File: config.mk
export PLATFORM = sky130hd
export DESIGN_NAME = channel_accumulator
export DESIGN_NICKNAME = d
export VERILOG_FILES = /design/src/rtl/accumulator_pkg.sv /design/src/rtl/accumulator_add_sat.sv /design/src/rtl/channel_accumulator.sv
export SDC_FILE = /design/constraint.sdc
export NUM_CORES = 1
export LEC_CHECK = 0
export ABC_CLOCK_PERIOD_IN_PS = 6400
export BUFFER_PORTS_ARGS = -buffer_cell sky130_fd_sc_hd__buf_2
export CAP_MARGIN = 40
export CORE_ASPECT_RATIO = 1.5
export CORE_UTILIZATION = 50
export CTS_CLUSTER_DIAMETER = 30
export DETAILED_ROUTE_END_ITERATION = 8
export MAX_ROUTING_LAYER = met4
export PLACE_DENSITY = 0.7
export SLEW_MARGIN = 30
export SYNTH_ARGS = -nofsm -noshare
export SYNTH_HDL_FRONTEND = slang
export SYNTH_HIERARCHICAL = 1
export SYNTH_SLANG_ARGS = --single-unit
File: constraint.sdc
create_clock -name clk -period 6.4 [get_ports clk]
set_input_delay 1.92 -clock clk [delete_from_list [all_inputs] [get_ports clk]]
set_output_delay 1.92 -clock clk [all_outputs]
set_load 0.01 [all_outputs]
File: src/rtl/accumulator_pkg.sv
// Shared definitions for the channel accumulator: default widths, the
// channel-index width helper and the saturation limit helpers.
package accumulator_pkg;

    localparam int DEFAULT_IN_WIDTH  = 14;
    localparam int DEFAULT_OUT_WIDTH = 15;
    localparam int DEFAULT_CHANNELS  = 4;

    // Width of a channel index; never less than one bit
    function automatic int ch_width(input int channels);
        return (channels > 1) ? $clog2(channels) : 1;
    endfunction

    // Largest positive two's-complement value of the given width (low bits meaningful)
    function automatic logic [63:0] sat_max(input int width);
        return (64'd1 << (width - 1)) - 64'd1;
    endfunction

    // Most negative two's-complement value of the given width (low bits meaningful)
    function automatic logic [63:0] sat_min(input int width);
        return ~sat_max(width);
    endfunction

endpackage

File: src/rtl/accumulator_add_sat.sv
// Combinational extend-add with overflow detection for one accumulator update.
// Optional clamping is enabled by defining ACCUM_SATURATE_EN; otherwise the
// result wraps to OUT_WIDTH bits.
module accumulator_add_sat
    import accumulator_pkg::*;
#(
    parameter int IN_WIDTH  = DEFAULT_IN_WIDTH,
    parameter int OUT_WIDTH = DEFAULT_OUT_WIDTH
) (
    input  logic signed [OUT_WIDTH-1:0] base,
    input  logic signed [IN_WIDTH-1:0]  a,
    output logic signed [OUT_WIDTH-1:0] sum,
    output logic                        ovf
);

    logic signed [OUT_WIDTH:0] wide;

    // One guard bit is enough: the true sum of two in-range operands always fits
    assign wide = {base[OUT_WIDTH-1], base} + {{(OUT_WIDTH + 1 - IN_WIDTH){a[IN_WIDTH-1]}}, a};
    assign ovf  = wide[OUT_WIDTH] ^ wide[OUT_WIDTH-1];

`ifdef ACCUM_SATURATE_EN
    localparam logic signed [OUT_WIDTH-1:0] SAT_MAX = OUT_WIDTH'(sat_max(OUT_WIDTH));
    localparam logic signed [OUT_WIDTH-1:0] SAT_MIN = OUT_WIDTH'(sat_min(OUT_WIDTH));

    // Clamp toward the sign of the true (guard-bit) result when it does not fit
    always_comb begin
        sum = wide[OUT_WIDTH-1:0];
        if (ovf) begin
            sum = wide[OUT_WIDTH] ? SAT_MIN : SAT_MAX;
        end
    end
`else
    assign sum = wide[OUT_WIDTH-1:0];
`endif

endmodule

File: src/rtl/channel_accumulator.sv
// Multi-channel signed accumulator with sticky per-channel overflow flags and
// a one-cycle registered result port. Define ACCUM_SATURATE_EN to clamp
// overflowing results instead of wrapping them.
module channel_accumulator
    import accumulator_pkg::*;
#(
    parameter int IN_WIDTH  = DEFAULT_IN_WIDTH,
    parameter int OUT_WIDTH = DEFAULT_OUT_WIDTH,
    parameter int CHANNELS  = DEFAULT_CHANNELS
) (
    input  logic                                 clk,
    input  logic                                 reset_n,
    input  logic                                 clear,
    input  logic                                 in_valid,
    input  logic [ch_width(CHANNELS)-1:0]        ch,
    input  logic                                 load,
    input  logic signed [OUT_WIDTH-1:0]          init,
    input  logic signed [IN_WIDTH-1:0]           a,
    output logic                                 out_valid,
    output logic [ch_width(CHANNELS)-1:0]        out_ch,
    output logic signed [OUT_WIDTH-1:0]          y,
    output logic                                 overflow
);

    localparam int CW = ch_width(CHANNELS);

    logic signed [OUT_WIDTH-1:0] acc [CHANNELS];
    logic [CHANNELS-1:0]         ovf;

    logic                        in_range;
    logic                        accept;
    logic [CW-1:0]               ch_idx;
    logic signed [OUT_WIDTH-1:0] base;
    logic signed [OUT_WIDTH-1:0] sum;
    logic                        add_ovf;
    logic                        new_ovf;

    // Out-of-range indices are dropped; the safe index keeps array reads in bounds
    assign in_range = (32'(ch) < CHANNELS);
    assign accept   = in_valid & in_range;
    assign ch_idx   = in_range ? ch : '0;

    // Reading the registered array directly means back-to-back hits see the fresh value
    assign base    = load ? init : acc[ch_idx];
    assign new_ovf = (load ? 1'b0 : ovf[ch_idx]) | add_ovf;

    accumulator_add_sat #(
        .IN_WIDTH  (IN_WIDTH),
        .OUT_WIDTH (OUT_WIDTH)
    ) u_add (
        .base (base),
        .a    (a),
        .sum  (sum),
        .ovf  (add_ovf)
    );

    // Channel storage and result register; clear outranks an accepted sample
    always_ff @(posedge clk or negedge reset_n) begin
        if (!reset_n) begin
            for (int i = 0; i < CHANNELS; i++) begin
                acc[i] <= '0;
            end
            ovf       <= '0;
            out_valid <= 1'b0;
            out_ch    <= '0;
            y         <= '0;
            overflow  <= 1'b0;
        end else if (clear) begin
            for (int i = 0; i < CHANNELS; i++) begin
                acc[i] <= '0;
            end
            ovf       <= '0;
            out_valid <= 1'b0;
        end else if (accept) begin
            acc[ch_idx] <= sum;
            ovf[ch_idx] <= new_ovf;
            out_valid   <= 1'b1;
            out_ch      <= ch;
            y           <= sum;
            overflow    <= new_ovf;
        end else begin
            out_valid <= 1'b0;
        end
    end

endmodule

* Word level (Yosys, flattened, before mapping)
Index checks and enable logic that the tools add are counted.
W data, S select, Z words.
** Cells by class
- Add/sub/neg operators :: 1
- Order comparisons :: 4
- Muxes and demuxes :: 19
- Bitwise operators :: 4
- Reduce and logical (&&, ||, !) cells :: 4
** Operator list (count)
- $mux W60 :: 2
- $bwmux W60 :: 1
- $mux W15 :: 4
- $bmux W15 S2 :: 1
- $demux W15 S2 :: 1
- $add A15 B14 Y16 :: 1
- $mux W4 :: 2
- $mux W1 :: 5
- $bwmux W4 :: 1
- $ge A3 B3 Y1 const B :: 1
- $lt A2 B3 Y1 const B :: 1
- $lt A3 B1 Y1 const B :: 1
- $not A2 Y3 :: 1
- $bmux W1 S2 :: 1
- $demux W1 S2 :: 1
- $ge A2 B1 Y1 const B :: 1
- $logic_and A1 B1 Y1 :: 2
- $reduce_and A2 Y1 :: 1
- $reduce_bool A2 Y1 :: 1
- $not A1 Y1 :: 1
- $or A1 B1 Y1 :: 1
- $xor A1 B1 Y1 :: 1
** Word-level totals
- Register bits :: 83
- Bits of input ports :: 36
- Output and inout bits :: 19
- Logic and storage cells :: 41

* Depth between registers and ports, before layout
Gate-level depths: netlist of the first run.
- Word-level depth :: 11
- Gate-level depth with buffers :: 14

* Modules after synthesis
The synthesis of the first run kept the hierarchy.
** Modules (own cells, without submodules)
- channel_accumulator :: times used 1, cells each 401, area each 3915.0 um2
- accumulator_add_sat :: times used 1, cells each 87, area each 675.6 um2

* Worst setup path before layout of the first run
Ideal clock, no wire load.
- Path type :: input to register
- Start point :: input port ch[1]
- End point :: register ovf[0]
- Library setup time :: 0.078 ns
- Arrival time :: 4.774 ns
- Data required time :: 6.322 ns
- Path slack :: 1.548 ns
- Stages :: 14
- Path buffers :: 2
- Cells stage by stage :: buf_2 -> buf_2 -> mux4_1 -> mux2_2 -> ha_1 -> fa_1 -> a21oi_2 -> o22ai_2 -> o21ai_2 -> a21oi_2 -> o41ai_4 -> xnor2_1 -> mux2i_1 -> o2bb2ai_1
** Between the ends
- Cells in the longest elaborated chain, start to end :: 11
- Elaborated cells on any way between the ends :: 19
** Ends and longest elaborated chain
- from (decl) :: RTL line channel_accumulator.sv:15 : input logic [ch_width(CHANNELS)-1:0] ch,
- $not A2 Y3 (implied by the code) :: RTL line channel_accumulator.sv:44 : assign base = load ? init : acc[ch_idx];
- $bmux W15 S2 :: RTL line channel_accumulator.sv:44
- $mux W15 (implied by the code) (2 in series) :: RTL line channel_accumulator.sv:44
- $mux W15 :: RTL line channel_accumulator.sv:44
- named net base[0] :: RTL line channel_accumulator.sv:33 : logic signed [OUT_WIDTH-1:0] base;
- $add A15 B14 Y16 :: RTL line accumulator_add_sat.sv:19 : assign wide = {base[OUT_WIDTH-1], base} + {{(OUT_WIDTH + 1 - IN_WIDTH){a[IN_WIDTH-1]}}, a};
- $xor A1 B1 Y1 :: RTL line accumulator_add_sat.sv:20 : assign ovf = wide[OUT_WIDTH] ^ wide[OUT_WIDTH-1];
- named net add_ovf :: RTL line channel_accumulator.sv:35 : logic add_ovf;
- $or A1 B1 Y1 :: RTL line channel_accumulator.sv:45 : assign new_ovf = (load ? 1'b0 : ovf[ch_idx]) | add_ovf;
- $bwmux W4 :: RTL line channel_accumulator.sv:76 : ovf[ch_idx] <= new_ovf;
- $mux W4 :: RTL line channel_accumulator.sv:74 : end else if (accept) begin
- $mux W4 :: RTL line channel_accumulator.sv:68 : end else if (clear) begin
- to (signal, indexed assignment) :: RTL line channel_accumulator.sv:76
- to (decl) :: RTL line channel_accumulator.sv:28 : logic [CHANNELS-1:0] ovf;
The timed path passes the listed nets, and every way through them passes these cells. The select of a mux whose other input is x is not followed.
A chain may end at the register's enable or synchronous reset.

* Worst setup path after layout of the first run
- Start point :: input port ch[1]
- End point :: register ovf[1]
Same word-level chain as after synthesis.

==> impl_metrics.csv, run 1 <==
group,metric,value,unit
drt,topRoutingLayerUsed,"met4",
timing,fmax,198,MHz
timing,skew,0.00686,ns
flow_run,cap_violations,0,
critical_path,cp.required,6.65,ns
die,fp.dieH,119,µm
place,port-buffer-count,54,
synth,syn_inst,488,
critical_path,r2r_setup_slack,3.01,ns
global_route,antenna_found_initial,0,
synth,synth_edf_count,0,
drt,wl_met1,4830,µm
drt,remaining_drc_errors,0,
drt,ant_nets,0,
critical_path,startpoint,"ch[1]",
finish,nets,582,
synth,yosys_warnings,6,
die,dieArea,0.00958,mm²
drt,vias_per_cell,5.78,
timing,setup_tns,0,ns
die,pin_count,55,
power,power_density,275,mW/mm²
synth,synth.top_cell.area_share,0.452,
synth,synth_top_area_cell,"dfrtp_1",
power,ir_drop,0.161,mV
global_route,grt_max_degree,84,
critical_path,worstSetupEndpoint,"ovf[1]",
clock_tree,htreeDepth,3,
clock_tree,cts_tree,"done",
critical_path,reg2reg_to,"ovf[1]",
global_route,grt_pass1_wl,19700,µm
drt,drtPass1Iterations,5,
global_route,grt_overflow_total,0,
finish,fin_util,0.590,
finish,antenna_cells,0,
critical_path,rr_startpoint,"acc[30]",
synth,synth.distinct_cells,44,
critical_path,cp-start-kind,"input pin",
synth,synth_nets,540,
timing,period_needed,5.05,ns
clock_tree,cts_setup_buffers,0,
finish,fin_area,0.00524,mm²
timing,setup_viol_count_final,0,
drt,drt_iter0_markers,347,
die,start_util,0.517,
clock_tree,cts_buffers,9,
synth,synthTopCellsByArea,"dfrtp_1 (45%), nand2_1 (14%), a21oi_1 (7.8%), mux4_2 (6.4%), ha_1 (4.1%)",
min_path,hold_path.class,"reg -> reg",
finish,mostFrequentLayoutCells,"nand2_1 (174), dfrtp_1 (83), a21oi_1 (72), buf_2 (53), mux2_2 (16)",
global_route,grt_usage,0.284,
critical_path,critPathKind,"in -> reg",
clock_tree,ctsHoldBuffers,0,
clock_tree,cts.clk_slew.worst_paths,0.06,ns
critical_path,cp_data_arrival_time,5.30,ns
finish,final_common_cell,"nand2_1",
place,place_area,0.00489,mm²
timing,slew_viol_final,0,
clock_tree,clock_latency,0.34,ns
synth,ys_ff_latch,83,
clock_tree,cts.sinks,83,
drt,wl_per_cell,18.6,µm
synth,async_flop_share,1.00,
synth,seq_area_frac_synth,0.452,
synth,synth_ff_type,"dfrtp_1",
timing,hold_viol,0,
clock_tree,clockBufferDepth,2,
timing,tightest_slew,0.838,ns
die,core.rowCount,42,
run_status,status,"completed",
timing,maxSlewHeadroom,0.440,
critical_path,path_max_fanout,28,
place,place_congestion,0.916,
clock_tree,root_buffer,"clkbuf_16",
power,p_leak,0.00242,µW
die,die_w,80.2,µm
die,core,0.00888,mm²
min_path,worstHoldStart,"y[3]",
finish,syn2layout_area_growth,14.2,%
drt,finalWirelength,12000,µm
finish,drive_gt1_frac,0.211,
global_route,grt_pass1_vias,3817,
timing,rsz0062_at_grt,"false",
drt,vias,3727,
timing,finalCritPeriodShare,0.789,
critical_path,crit_path_end_kind,"register",
drt,met2_wirelength,6350,µm
drt,wl_met3,635,µm
clock_tree,cts_resized,0,
synth,syn_area_per_cell,9.41,µm²
synth,syn_area,0.00459,mm²
place,dpl.hpwl,7980,µm
critical_path,reg2regPathDepth,12,
-- worst min-delay path by stage --
stage,to,slack (ns),depth (start not counted)
global route,y[9],0.50,2
detailed placement,y[0],0.46,2
global placement,y[9],0.46,2
floorplan,acc[30],0.50,2
finish,y[3],0.48,2
CTS,y[12],0.48,2
-- power by group --
part           switching [µW]  internal (µW)  leakage, µW
combinational             191            117      0.00115
clock                     214            325     0.000152
sequential               23.9            570      0.00112
total                     430           1010      0.00242
-- cell families after synthesis --
family / count (synthesis) / share of synthesized area
AO/OA/AOI/OAI: 98 / 0.124
XOR/XNOR: 14 / 0.0267
adder cells (fa/ha/maj): 16 / 0.0452
buffers and inverters: 36 / 0.0409
flip-flops: 83 / 0.452
multiplexers: 36 / 0.125
AND/OR/NAND/NOR: 205 / 0.185
-- layer usage --
metal / up-vias / track usage
met5: - / -
met4: 0 / 0.102
met3: 15 / 0.0521
met2: 111 / 0.468
met1: 1855 / 0.345
li1: 1746 / -
-- critical path, stage by stage --
cell and delay, ns:
buf_2 0.52, mux4_2 0.40, mux2_2 0.28, ha_1 0.37
a21oi_2 0.23, o211ai_1 0.21, a21o_1 0.22, a21oi_1 0.27
o211ai_1 0.18, xnor2_1 0.40, mux2i_1 0.14, o2bb2ai_1 0.17
-- sequential cells by signal, summed over array words and instances, names as in the netlist --
register   flops
acc           60
out_ch         2
out_valid      1
overflow       1
ovf            4
y             15
-- synth_stat cells (all sizes together) (2+ instances only) --
cell / instances
or3: 2
o22ai: 3
mux2i: 5
o211ai: 2
and3b: 2
o21bai: 3
nand2: 174
nand3: 5
nand2b: 2
a21o: 4
xor2: 3
xnor2: 11
dfrtp: 83
nand3b: 4
o2bb2ai: 2
inv: 5
clkbuf: 10
buf: 20
mux4: 15
nor2: 7
o21ai: 6
a21oi: 75
a31oi: 2
mux2: 16
ha: 15
and3: 2
-- area by class of cell --
type | count | area [µm²]
Clock buffer | 11 | 253
Inverter | 6 | 22.5
Multi-Input combinational cell | 369 | 2330
Clock inverter | 5 | 60.1
Fill cell | 774 | 3640
Sequential cell | 83 | 2080
Tap cell | 110 | 138
Timing Repair Buffer | 61 | 368
-- through the flow --
step | cells | hold WS, ns | setup slack [ns] | power, µW
after global routing | 645 | 0.502 | 1.12 | 1510
after floorplan | 488 | 0.495 | 1.55 | 800
after detailed placement | 627 | 0.457 | 1.04 | 905
final | 645 | 0.476 | 1.35 | 1440
after global placement | 625 | 0.456 | 1.15 | 899
after CTS | 643 | 0.477 | 1.35 | 1450
(Power assumes the default switching activity.)
==> run 2, diff against run 1 <==
--- a/config.mk
+++ b/config.mk
@@ -5,7 +5,7 @@
 export SDC_FILE = /design/constraint.sdc
 export NUM_CORES = 1
 export LEC_CHECK = 0
-export ABC_CLOCK_PERIOD_IN_PS = 6400
+export ABC_CLOCK_PERIOD_IN_PS = 4100
 export BUFFER_PORTS_ARGS = -buffer_cell sky130_fd_sc_hd__buf_2
 export CAP_MARGIN = 40
 export CORE_ASPECT_RATIO = 1.5
@@ -13,7 +13,7 @@
 export CTS_CLUSTER_DIAMETER = 30
 export DETAILED_ROUTE_END_ITERATION = 8
 export MAX_ROUTING_LAYER = met4
-export PLACE_DENSITY = 0.7
+export PLACE_DENSITY = 0.73
 export SLEW_MARGIN = 30
 export SYNTH_ARGS = -nofsm -noshare
 export SYNTH_HDL_FRONTEND = slang
==> constraint.sdc (replaced) <==
create_clock -name clk -period 4.1 [get_ports clk]
set_input_delay 1.23 -clock clk [delete_from_list [all_inputs] [get_ports clk]]
set_output_delay 1.23 -clock clk [all_outputs]
set_load 0.01 [all_outputs]
==> impl_metrics.csv, run 2 (synthesized netlist as in run 1, its figures left out) <==
group,metric,value,unit
critical_path,crit_path_end_kind,"register",
die,pin_count,55,
timing,slew_viol_final,0,
critical_path,crit_top_cell,"buf_4",
drt,drtPass1Iterations,4,
place,place_congestion,0.831,
critical_path,cp.required,4.29,ns
drt,wl_per_cell,16.9,µm
clock_tree,root_buffer,"clkbuf_16",
place,port-buffer-count,54,
timing,hold_viol,0,
global_route,antenna_found_initial,0,
finish,fin_util,0.630,
global_route,grt_pass1_wl,18500,µm
critical_path,path_cells,"buf_2, buf_4, buf_6, mux4_2, mux2_2, ha_1, a21oi_1, o21ai_0, buf_4, o41ai_4, buf_4, xnor2_4, mux2i_1, o22ai_1",
finish,mostFrequentLayoutCells,"nand2_1 (174), dfrtp_1 (83), a21oi_1 (70), buf_2 (53), buf_4 (44)",
run_status,status,"completed",
drt,remaining_drc_errors,0,
finish,fin_area,0.00559,mm²
global_route,grt_pass1_vias,3915,
timing,fmax,254,MHz
drt,ant_nets,0,
timing,holdWs,0.474,ns
finish,multi_input_area,0.00240,mm²
finish,instances_no_fill,684,
critical_path,path_max_fanout,6,
finish,largest_register_ffs,60,
clock_tree,cts.clk_slew.worst_paths,0.06,ns
timing,period_needed,3.94,ns
global_route,grt_overflow_total,0,
clock_tree,cts_buffers,9,
die,core.rowCount,42,
place,dpl.hpwl,8020,µm
timing,setup_tns,0,ns
clock_tree,clockBufferDepth,2,
timing,skew,0.00545,ns
drt,vias,3852,
timing,tightest_slew,0.789,ns
critical_path,cp-start-kind,"input pin",
finish,top_regs,"acc x60, y x15, ovf x4",
global_route,grt_max_degree,84,
global_route,grt_usage,0.265,
finish,fill_cells,741,
drt,drt_iter0_markers,293,
clock_tree,clock_latency,0.34,ns
flow_run,cap_violations,0,
timing,maxSlewHeadroom,0.472,
power,power_density,417,mW/mm²
critical_path,crit_slowest_cell,"mux4_2",
place,place_area,0.00521,mm²
clock_tree,htreeDepth,3,
power,ir_drop,0.232,mV
critical_path,cpPeakStageDelay,0.52,ns
clock_tree,cts_tree,"done",
power,p_leak,0.00262,µW
finish,seq_area,0.00208,mm²
finish,largest_register,"acc",
drt,vias_per_cell,5.63,
timing,setup_viol_count_final,0,
place,place_inst,666,
critical_path,cp_top_family,"multiplexers",
die,dieArea,0.00958,mm²
finish,drive_gt1_frac,0.284,
die,fp.dieH,119,µm
critical_path,path_buf_inv,5,
min_path,hold_path.class,"reg -> reg",
die,start_util,0.517,
die,core,0.00888,mm²
die,die_w,80.2,µm
critical_path,cp_data_arrival_time,4.13,ns
critical_path,critPathKind,"in -> reg",
drt,finalWirelength,11600,µm
finish,syn2layout_area_growth,21.9,%
finish,final_common_cell,"nand2_1",
finish,nets,621,
clock_tree,cts.sinks,83,
finish,antenna_cells,0,
timing,finalCritPeriodShare,0.960,
[run 2: path summary, 6_finish.rpt]
path	startpoint	depth (start not counted)	slack (ns)	endpoint
max reg2reg	acc[0]	13	0.90	ovf[2]
min	y[8]	2	0.47	y[8]
max	ch[0]	14	0.16	ovf[2]
max in group asynchronous	reset_n	1	2.66	y[11]
min reg2reg	y[8]	2	0.47	y[8]
min in group asynchronous	reset_n	1	0.92	y[0]
[run 2: stage by stage]
step	setup WS, ns	total power [µW]
2_1_floorplan	-0.00378	1260
3_3_place_gp	-0.237	1470
3_5_place_dp	-0.308	1480
4_1_cts	0.0297	2320
5_1_grt	-0.00255	2430
6_report	0.163	2330
[run 2: repair_timing]
item,4_1_cts,5_1_grt
hold buffers,0,0
resized for setup,0,10
buffers inserted,0,2
endpoints found under the setup margin,0,24
[run 2: metal layers]
metal,track usage,part of all wire
met5,-,0
met1,0.311,0.39
met3,0.0284,0.044
met4,0.113,0.023
met2,0.455,0.54
[run 2: final cells by class]
class                   instances  area share
clock inverters                 4     0.00850
clock buffers                  12      0.0476
well taps                     110      0.0246
repair buffers                100       0.114
flip-flops and latches         83       0.371
multi-input cells             369       0.430
inverters                       6     0.00403
[run 2: worst register-to-register path: stages, from the launching register on]
cell	delay, ns
dfrtp_1	0.37
mux4_2	0.46
mux2_4	0.30
ha_4	0.17
fa_2	0.41
a21oi_2	0.18
o22ai_2	0.11
o21ai_2	0.18
a21oi_2	0.10
o41ai_4	0.24
buf_4	0.19
xnor2_4	0.09
mux2i_1	0.15
o22ai_1	0.10
[run 2: report_power, final]
part	internal, µW	switching [µW]	total [µW]
logic	251	318	569
clock network	519	318	837
registers	890	37.7	928
total	1660	674	2330
==> run 3, diff against run 2 <==
--- a/config.mk
+++ b/config.mk
@@ -9,6 +9,7 @@
 export BUFFER_PORTS_ARGS = -buffer_cell sky130_fd_sc_hd__buf_2
 export CAP_MARGIN = 40
 export CORE_ASPECT_RATIO = 1.5
+export CORE_MARGIN = 2
 export CORE_UTILIZATION = 50
 export CTS_CLUSTER_DIAMETER = 30
 export DETAILED_ROUTE_END_ITERATION = 8
==> impl_metrics.csv, run 3 (synthesized netlist as in run 1, its figures left out) <==
group,metric,value,unit
timing,period_needed,3.97,ns
finish,largest_register,"acc",
timing,setup_tns,0,ns
drt,drtPass1Iterations,4,
critical_path,crit_slowest_cell,"mux4_2",
critical_path,path_buf_inv,4,
power,switching_share,0.280,
clock_tree,cts.clk_slew.worst_paths,0.06,ns
drt,remaining_drc_errors,0,
die,die_w,82.2,µm
critical_path,r2r_setup_slack,0.82,ns
critical_path,critPathKind,"in -> reg",
drt,ant_nets,0,
power,pwr-share-comb,0.236,
critical_path,crit_top_cell,"buf_4",
critical_path,worstSetupEndpoint,"ovf[3]",
finish,syn2layout_area_growth,19.8,%
clock_tree,cts_buffers,9,
critical_path,startpoint,"ch[0]",
critical_path,path_max_fanout,11,
global_route,grt_pass1_wl,18800,µm
finish,seq_area,0.00208,mm²
timing,rsz0062_at_grt,"true",
finish,fill_cells,732,
critical_path,rr_startpoint,"acc[0]",
die,core,0.00888,mm²
run_status,status,"completed",
drt,topRoutingLayerUsed,"met4",
timing,maxSlewHeadroom,0.402,
critical_path,crit_cells,13,
finish,drive_gt1_frac,0.264,
power,power_switching,646,µW
die,start_util,0.517,
timing,worst_slack,0.130,ns
global_route,grt_usage,0.258,
flow_run,cap_violations,0,
global_route,antenna_found_initial,0,
drt,wl_met3,671,µm
global_route,grt_pass1_vias,3929,
clock_tree,root_buffer,"clkbuf_16",
timing,holdWs,0.471,ns
global_route,grt_overflow_total,0,
finish,fin_util,0.619,
timing,skew,0.00484,ns
min_path,hold_path.class,"reg -> reg",
finish,top_regs,"acc x60, y x15, ovf x4",
drt,wl_per_cell,17.2,µm
place,port-buffer-count,54,
critical_path,reg2reg_to,"ovf[3]",
place,place_congestion,0.864,
clock_tree,cts_tree,"done",
clock_tree,clockBufferDepth,2,
critical_path,path_cells,"buf_2, buf_12, buf_4, mux4_2, mux2_2, ha_2, a21oi_1, o21ai_0, buf_4, o41ai_4, xnor2_2, mux2i_1, o22ai_1",
die,pin_count,55,
critical_path,cp_top_family,"multiplexers",
place,place_ws,-0.303,ns
finish,multi_input_area,0.00237,mm²
critical_path,cp_data_arrival_time,4.15,ns
power,pwr-share-seq,0.403,
power,p_int,1660,µW
power,clkPwrFrac,0.361,
die,core.rowCount,42,
critical_path,crit_path_end_kind,"register",
clock_tree,ctsHoldBuffers,0,
drt,finalWirelength,11500,µm
timing,fmax,252,MHz
clock_tree,cts.sinks,83,
finish,fin_area,0.00550,mm²
finish,largest_register_ffs,60,
place,dpl.hpwl,7880,µm
global_route,grt_max_degree,65,
drt,drt_iter0_markers,425,
finish,mostFrequentLayoutCells,"nand2_1 (174), dfrtp_1 (83), a21oi_1 (71), buf_2 (53), buf_4 (32)",
finish,antenna_cells,0,
die,fp.dieH,121,µm
critical_path,cp-start-kind,"input pin",
drt,met2_wirelength,6130,µm
drt,wl_met1,4550,µm
clock_tree,htreeDepth,3,
timing,finalCritPeriodShare,0.968,
drt,vias,3799,
critical_path,cpPeakStageDelay,0.53,ns
drt,vias_per_cell,5.66,
timing,tightest_slew,0.896,ns
critical_path,cp.required,4.28,ns
finish,final_common_cell,"nand2_1",
critical_path,reg2regPathDepth,12,
finish,nets,609,
timing,setup_viol_count_final,0,
place,place_area,0.00516,mm²
clock_tree,clock_latency,0.33,ns
power,p_leak,0.00256,µW
power,power_density,419,mW/mm²
power,ir_drop,0.265,mV
timing,hold_viol,0,
timing,slew_viol_final,0,
die,dieArea,0.00998,mm²
==> run 3: cell count changes in the layout (fill, tap and decap cells not counted), moves of 2 or more <==
cell / delta
ha_2: +2
buf_6: -2
clkinv_2: -2
buf_4: -12
==> run 3: how the worst min path moves through the flow <==
stage / from / endpoint / slack, ns / cells past startpoint
2_1_floorplan: acc[44] / acc[44] / 0.50 / 2
3_3_place_gp: y[10] / y[10] / 0.46 / 2
3_5_place_dp: y[8] / y[8] / 0.46 / 2
4_1_cts: y[1] / y[1] / 0.48 / 2
5_1_grt: y[1] / y[1] / 0.49 / 2
6_report: y[1] / y[1] / 0.47 / 2
==> run 3: final cells by class <==
type / instances / share of cell area
Clock inverter: 1 / 0.00546
Clock buffer: 14 / 0.0516
Sequential cell: 83 / 0.378
Timing Repair Buffer: 88 / 0.104
Tap cell: 110 / 0.0250
Inverter: 6 / 0.00410
Multi-Input combinational cell: 369 / 0.432
==> run 3: per-stage QoR <==
stage          std cells  total power, µW
3_3_place_gp         654             1450
3_5_place_dp         655             1470
4_1_cts              670             2310
5_1_grt              671             2410
6_report             671             2310
2_1_floorplan        488             1260
==> run 3: repair_timing <==
item / 4_1_cts / 5_1_grt
resized for setup: 0 / 5
buffers inserted: 0 / 1
setup endpoints to repair: 0 / 13
==> run 3: power groups by stage <==
stage          clock network [µW]  registers (µW)  logic [µW]
4_1_cts                       839             928         538
3_3_place_gp                    0             939         516
6_report                      833             929         544
3_5_place_dp                    0             941         532
2_1_floorplan                   0             954         305
5_1_grt                       877             936         599
==> run 3: worst min-delay path, stage by stage, from the launching register on <==
cell     delay (ns)
dfrtp_1        0.33
nand2_1        0.05
nand2_1        0.06
==> run 3: layer usage <==
layer / GRT usage / vias to the layer above
met5: - / -
met4: 0.0990 / 0
met3: 0.0313 / 14
met2: 0.430 / 127
met1: 0.317 / 1866
li1: - / 1792
